<file path="src/rtl/pll_cfg_sequencer_if.sv">
// Config handshake between system control (master) and the PLL config sequencer (slave).
interface pll_cfg_sequencer_if #(
    parameter int unsigned INT_WIDTH  = 3,
    parameter int unsigned FRAC_WIDTH = 4
) ();
    logic                  cfg_valid;
    logic                  cfg_ready;
    logic [INT_WIDTH-1:0]  cfg_int;
    logic [FRAC_WIDTH-1:0] cfg_frac;
    logic                  cfg_err;

    modport master (
        output cfg_valid,
        output cfg_int,
        output cfg_frac,
        input  cfg_ready,
        input  cfg_err
    );

    modport slave (
        input  cfg_valid,
        input  cfg_int,
        input  cfg_frac,
        output cfg_ready,
        output cfg_err
    );
endinterface

</file>
<file path="src/rtl/pll_cfg_sequencer.sv">
// Applies PLL divider configs with a settle window, qualifies lock with bounded retries.
// Optional PLL_SEQ_LOSS_CNT_EN adds a saturating lock-loss counter output.
module pll_cfg_sequencer #(
    parameter int unsigned INT_WIDTH     = 3,
    parameter int unsigned FRAC_WIDTH    = 4,
    parameter int unsigned SETTLE_CYCLES = 16,
    parameter int unsigned LOCK_STABLE   = 8,
    parameter int unsigned LOCK_TIMEOUT  = 1024,
    parameter int unsigned MAX_RETRY     = 2
) (
    input  logic                  clk_ref,
    input  logic                  rstn,
    pll_cfg_sequencer_if.slave    cfg,
    input  logic                  lock,
    output logic                  en,
    output logic [INT_WIDTH-1:0]  int_div,
    output logic [FRAC_WIDTH-1:0] frac_div,
    output logic                  pll_ready,
    output logic                  lock_lost,
`ifdef PLL_SEQ_LOSS_CNT_EN
    output logic [7:0]            lock_loss_cnt,
`endif
    output logic                  timeout_err
);

    localparam int unsigned SettleW = $clog2(SETTLE_CYCLES + 1);
    localparam int unsigned StabW   = $clog2(LOCK_STABLE + 1);
    localparam int unsigned TmoW    = $clog2(LOCK_TIMEOUT + 1);
    localparam int unsigned RetryW  = (MAX_RETRY > 0) ? $clog2(MAX_RETRY + 1) : 1;

    localparam logic [SettleW-1:0] SettleLast = SettleW'(SETTLE_CYCLES - 1);
    localparam logic [StabW-1:0]   StabMax    = StabW'(LOCK_STABLE);
    localparam logic [TmoW-1:0]    TmoMax     = TmoW'(LOCK_TIMEOUT);
    localparam logic [RetryW-1:0]  RetryMax   = RetryW'(MAX_RETRY);

    typedef enum logic [2:0] {
        StIdle,
        StApply,
        StWaitLock,
        StLocked,
        StFail
    } state_e;

    state_e                state_q, state_d;
    logic                  lock_m_q, lock_s_q;
    logic [SettleW-1:0]    settle_q, settle_d;
    logic [StabW-1:0]      stab_q, stab_d;
    logic [TmoW-1:0]       tmo_q, tmo_d;
    logic [RetryW-1:0]     retry_q, retry_d;
    logic [INT_WIDTH-1:0]  int_q, int_d;
    logic [FRAC_WIDTH-1:0] frac_q, frac_d;
    logic                  lock_lost_q, lock_lost_d;
    logic                  cfg_err_q, cfg_err_d;
    logic                  cfg_rdy, take, accept, loss_evt;

    always_comb begin
        state_d     = state_q;
        settle_d    = settle_q;
        stab_d      = stab_q;
        tmo_d       = tmo_q;
        retry_d     = retry_q;
        int_d       = int_q;
        frac_d      = frac_q;
        lock_lost_d = lock_lost_q;
        cfg_err_d   = 1'b0;
        loss_evt    = 1'b0;

        cfg_rdy = (state_q == StIdle) || (state_q == StLocked) || (state_q == StFail);
        take    = cfg.cfg_valid && cfg_rdy;
        accept  = take && (cfg.cfg_int != '0);

        unique case (state_q)
            StApply: begin
                if (settle_q == SettleLast) begin
                    state_d = StWaitLock;
                    tmo_d   = '0;
                    stab_d  = '0;
                end else begin
                    settle_d = settle_q + 1'b1;
                end
            end
            StWaitLock: begin
                tmo_d  = tmo_q + 1'b1;
                stab_d = lock_s_q ? stab_q + 1'b1 : '0;
                // Lock qualification takes priority over a coincident timeout.
                if (stab_q == StabMax) begin
                    state_d = StLocked;
                end else if (tmo_q == TmoMax) begin
                    if (retry_q < RetryMax) begin
                        retry_d  = retry_q + 1'b1;
                        settle_d = '0;
                        state_d  = StApply;
                    end else begin
                        state_d = StFail;
                    end
                end
            end
            StLocked: begin
                if (!lock_s_q) begin
                    state_d     = StWaitLock;
                    lock_lost_d = 1'b1;
                    tmo_d       = '0;
                    stab_d      = '0;
                    retry_d     = '0;
                    loss_evt    = 1'b1;
                end
            end
            default: ;
        endcase

        // A new config overrides whatever LOCKED/FAIL would otherwise do this cycle.
        if (accept) begin
            state_d     = StApply;
            settle_d    = '0;
            retry_d     = '0;
            int_d       = cfg.cfg_int;
            frac_d      = cfg.cfg_frac;
            lock_lost_d = 1'b0;
            loss_evt    = 1'b0;
        end else if (take) begin
            cfg_err_d = 1'b1;
        end
    end

    always_ff @(posedge clk_ref or negedge rstn) begin
        if (!rstn) begin
            state_q     <= StIdle;
            lock_m_q    <= 1'b0;
            lock_s_q    <= 1'b0;
            settle_q    <= '0;
            stab_q      <= '0;
            tmo_q       <= '0;
            retry_q     <= '0;
            int_q       <= '0;
            frac_q      <= '0;
            lock_lost_q <= 1'b0;
            cfg_err_q   <= 1'b0;
        end else begin
            state_q     <= state_d;
            lock_m_q    <= lock;
            lock_s_q    <= lock_m_q;
            settle_q    <= settle_d;
            stab_q      <= stab_d;
            tmo_q       <= tmo_d;
            retry_q     <= retry_d;
            int_q       <= int_d;
            frac_q      <= frac_d;
            lock_lost_q <= lock_lost_d;
            cfg_err_q   <= cfg_err_d;
        end
    end

`ifdef PLL_SEQ_LOSS_CNT_EN
    logic [7:0] loss_cnt_q;

    always_ff @(posedge clk_ref or negedge rstn) begin
        if (!rstn) begin
            loss_cnt_q <= 8'd0;
        end else if (loss_evt && (loss_cnt_q != 8'hFF)) begin
            loss_cnt_q <= loss_cnt_q + 8'd1;
        end
    end

    assign lock_loss_cnt = loss_cnt_q;
`else
    logic unused_loss_evt;
    assign unused_loss_evt = loss_evt;
`endif

    assign cfg.cfg_ready = cfg_rdy;
    assign cfg.cfg_err   = cfg_err_q;
    assign en            = (state_q == StWaitLock) || (state_q == StLocked);
    assign pll_ready     = (state_q == StLocked);
    assign timeout_err   = (state_q == StFail);
    assign lock_lost     = lock_lost_q;
    assign int_div       = int_q;
    assign frac_div      = frac_q;

endmodule

</file>
<file path="src/flat_wrapper.sv">
// flat-port wrapper written by rule: the top's interface ports become plain ports
module pll_cfg_sequencer_flat 
#(
    parameter int unsigned INT_WIDTH     = 3,
    parameter int unsigned FRAC_WIDTH    = 4,
    parameter int unsigned SETTLE_CYCLES = 16,
    parameter int unsigned LOCK_STABLE   = 8,
    parameter int unsigned LOCK_TIMEOUT  = 1024,
    parameter int unsigned MAX_RETRY     = 2
)
  (clk_ref, rstn, lock, en, int_div, frac_div, pll_ready, lock_lost, timeout_err, cfg_cfg_valid, cfg_cfg_int, cfg_cfg_frac, cfg_cfg_ready, cfg_cfg_err);
  pll_cfg_sequencer_if #(.INT_WIDTH(INT_WIDTH), .FRAC_WIDTH(FRAC_WIDTH)) cfg_i ();
  input  logic clk_ref;
  input  logic rstn;
  input  logic lock;
  output logic en;
  output logic [INT_WIDTH-1:0] int_div;
  output logic [FRAC_WIDTH-1:0] frac_div;
  output logic pll_ready;
  output logic lock_lost;
  output logic timeout_err;
  input wire logic [$bits(cfg_i.cfg_valid)-1:0] cfg_cfg_valid;
  input wire logic [$bits(cfg_i.cfg_int)-1:0] cfg_cfg_int;
  input wire logic [$bits(cfg_i.cfg_frac)-1:0] cfg_cfg_frac;
  output wire logic [$bits(cfg_i.cfg_ready)-1:0] cfg_cfg_ready;
  output wire logic [$bits(cfg_i.cfg_err)-1:0] cfg_cfg_err;
  assign cfg_i.cfg_valid = cfg_cfg_valid;
  assign cfg_i.cfg_int = cfg_cfg_int;
  assign cfg_i.cfg_frac = cfg_cfg_frac;
  assign cfg_cfg_ready = cfg_i.cfg_ready;
  assign cfg_cfg_err = cfg_i.cfg_err;
  pll_cfg_sequencer #(.INT_WIDTH(INT_WIDTH), .FRAC_WIDTH(FRAC_WIDTH), .SETTLE_CYCLES(SETTLE_CYCLES), .LOCK_STABLE(LOCK_STABLE), .LOCK_TIMEOUT(LOCK_TIMEOUT), .MAX_RETRY(MAX_RETRY)) u_core (.clk_ref(clk_ref), .rstn(rstn), .cfg(cfg_i), .lock(lock), .en(en), .int_div(int_div), .frac_div(frac_div), .pll_ready(pll_ready), .lock_lost(lock_lost), .timeout_err(timeout_err));
endmodule
</file>
<file path="config.mk">
export PLATFORM = sky130hd
export DESIGN_NAME = pll_cfg_sequencer_flat
export DESIGN_NICKNAME = d
export VERILOG_FILES = /design/src/rtl/pll_cfg_sequencer_if.sv /design/src/rtl/pll_cfg_sequencer.sv /design/src/flat_wrapper.sv
export SDC_FILE = /design/constraint.sdc
export NUM_CORES = 1
export LEC_CHECK = 0
export BUFFER_PORTS_ARGS = -buffer_cell sky130_fd_sc_hd__buf_2
export CORE_ASPECT_RATIO = 1.4
export CORE_MARGIN = 1
export CORE_UTILIZATION = 35
export CTS_CLUSTER_SIZE = 14
export DETAILED_ROUTE_END_ITERATION = 6
export HOLD_SLACK_MARGIN = 0.1
export PLACE_DENSITY = 0.59
export SKIP_LAST_GASP = 1
export SLEW_MARGIN = 10
export SYNTH_ARGS = -nofsm -noshare
export SYNTH_HDL_FRONTEND = slang
export SYNTH_SLANG_ARGS = --single-unit
</file>
<file path="constraint.sdc">
create_clock -name clk_ref -period 3.1 [get_ports clk_ref]
set_input_delay 0.31 -clock clk_ref [delete_from_list [all_inputs] [get_ports clk_ref]]
set_output_delay 0.31 -clock clk_ref [all_outputs]
set_load 0.02 [all_outputs]
</file>
==> metrics <==
run status completed; CTS tree built; area overhead of the layout relative to synthesis 15.2%; launch point of the critical path u_core.settle_q[0]; worst-case vdd ir drop 329 uV; r2r startpoint u_core.settle_q[0]; total DRC errors in the routed layout 0; total area of multi-input combinational cells 835 um^2; Slew Viols, Final 0; Critical Path Source Type flip-flop; number of warnings issued by yosys 0; overall via count from detail_route 1443; fin crit share 0.683; leakage dissipation 0.000958 uW; share of the synthesized area in the top cell type 0.498; global-route congestion overflow total 0; final hold violation count 0; vias in the first global route 1391; Synth top cells by count dfrtp_1 (36), o21ai_0 (18), nand2_1 (16), a21oi_1 (14), nor2_1 (12); data arrival time at the worst-slack endpoint 2320 ps; total negative slack 0 ps; Fmax 472 MHz; clock insertion delay at the later pin of the skew report 290 ps; Primary FF master, synth dfrtp_1; post-CTS setup buffer count 0; combined global-route utilization of all metal layers 0.147; Crit Path Category flip-flop to flip-flop; CTS clock-pin slew for the worst setup and hold paths 70 ps; crit-path max FO 22; final antenna diode count 0; Iter 0 DRT Violations 64; Finish-stage setup viols 0; most used standard cell by instance count after synthesis dfrtp_1; average vias per placed instance 5.31; initial core utilization 0.368; core area about 0.005 mm^2; hold buffers post-CTS 0; global-route wire length before repair 6220 um; Min Clock Period, post-route between 2000 and 2500 ps; fraction of layout cells with a size suffix above 1 0.221; overall die area 0.00546 mm^2; data required time at the worst endpoint 3310 ps; flip-flop and latch count after synthesis 36; number of inserted filler cells in the final layout 484; drt pass-1 iters 4; width of the chip 62.7 um; Cell Area, Synth 0.00181 mm^2; number of placement rows 30; Clock Sink Count 36; global placer's final weighted congestion 0.749; post-cts sizing count 0; remaining antenna violation count after routing 0; count of pins on the block boundary 24; placement-stage worst setup slack 1020 ps; final worst hold slack 114 ps; dominant cell type by area after synthesis dfrtp_1; maximum buffer depth of the clock tree 2; worst clock skew 2.55 ps; fraction of the yosys area taken by sequential cells 0.498; Inserted Clock Buffers 5; Cell Pwr Density 405 mW/mm^2; endpoint type of the worst setup path flip-flop; maximum number of pins on one net before global-route repair 37; initial antenna violation count 0; clock root buffer clkbuf_8; Rel. slew slack 0.459; cell types occupying the most area after synthesis dfrtp_1 (50%), o21ai_0 (5.0%), ha_1 (4.2%); CTS HTree Levels 2; Worst Max-Slew Pin Slew 812 ps; proportion of synthesized flip-flops having asynchronous set or reset 1.00; count of unique library cells instantiated by Yosys 41; Die Ht 87.0 um; Avg Synthesized Cell Area 9.93 um^2; unrepaired setup endpoints after global routing false; total number of nets in the final design 225; detailed-route wire length per cell roughly 13 um; worst path setup slack after routing 983 ps; max capacitance violation total 0; sequential standard cell area roughly 900 um^2; total routed wirelength 3670 um; # port buffers 23; Layout Utilization 0.424; post-detail-place hpwl 2560 um; number of enable flip-flop cells after synthesis 0; gate count of the mapped netlist 182; min-delay worst type input port to asynchronous set/reset pin; Net Count, Synth 199
worst max-delay path, stage by stage, from the launching register on:
cell and delay, ps:
dfrtp_1 400, ha_1 180, and3_1 160, ha_1 180
and3b_1 170, o21ai_1 50, buf_4 210, or4_1 510
a21oi_1 170
worst paths after layout:
kind / to / slack (ps) / cells past startpoint
setup / recovery: u_core.tmo_q[10] / 980 / 8
hold / removal: u_core.tmo_q[9] / 110 / 1
setup reg to reg: u_core.tmo_q[10] / 980 / 8
hold reg to reg: u_core.lock_s_q / 350 / 0
max in group asynchronous: u_core.tmo_q[4] / 2470 / 1
min in group clk_ref: u_core.lock_m_q / 130 / 1
cell usage in the layout, fill, tap and decap left out, types with 3 or more instances in the layout:
master    instances
xor2_1            3
nand2_1          16
nor2_1           12
o31ai_1           3
nand3_1           9
or4_1             3
buf_2            23
o21ai_0          17
dfrtp_1          36
mux2_2            6
and3_1            3
ha_1              6
inv_1            11
clkbuf_8          7
nand4_1           3
a21oi_1          14
or3_1             3
through the flow:
step                cells  power, uW  cell area, um^2
global placement      265        500             1990
finish                272        844             2080
CTS                   272        859             2080
detailed placement    265        500             1990
floorplan             182        482             1810
global route          272        871             2080
registers in the layout (all words and copies together), names as in the netlist:
| register | cells |
|---|---|
| u_core.cfg.cfg_err | 1 |
| u_core.frac_div | 4 |
| u_core.int_div | 3 |
| u_core.lock_lost | 1 |
| u_core.lock_m_q | 1 |
| u_core.lock_s_q | 1 |
| u_core.retry_q | 2 |
| u_core.settle_q | 5 |
| u_core.stab_q | 4 |
| u_core.state_q | 3 |
| u_core.tmo_q | 11 |
logic make-up (layout without fill, tap and decap cells):
group	after synthesis	after routing	share of synthesized area
DFF	36	36	0.498
adders and majority gates	6	6	0.0415
and+or+nand+nor	66	66	0.206
buffers and inverters	17	43	0.0401
xor gates and xnor gates	3	3	0.0145
muxes	6	6	0.0374
AOI/OAI and AO/OA	48	48	0.163
power breakdown:
part           leakage [uW]  internal, uW  switching [uW]
logic              0.000467          5.16            12.1
clock network     0.0000503           198             157
registers          0.000441           471            1.58
total              0.000958           674             171
cell type report:
class / count / area share
inverter: 11 / 0.0198
sequential: 36 / 0.432
clock buffer: 7 / 0.0462
tap: 64 / 0.0384
multi-input combinational: 129 / 0.401
timing repair buffer: 25 / 0.0625
layer usage:
metal,global-route usage,routed length [um],vias to the layer above,share of wire
met5,0,0,-,0
met4,0.0698,69,0,0.019
met3,0.0340,123,6,0.034
met2,0.267,1870,28,0.51
met1,0.162,1600,698,0.44
li1,-,-,711,-
No activity file was read; power rests on OpenSTA's default activity.
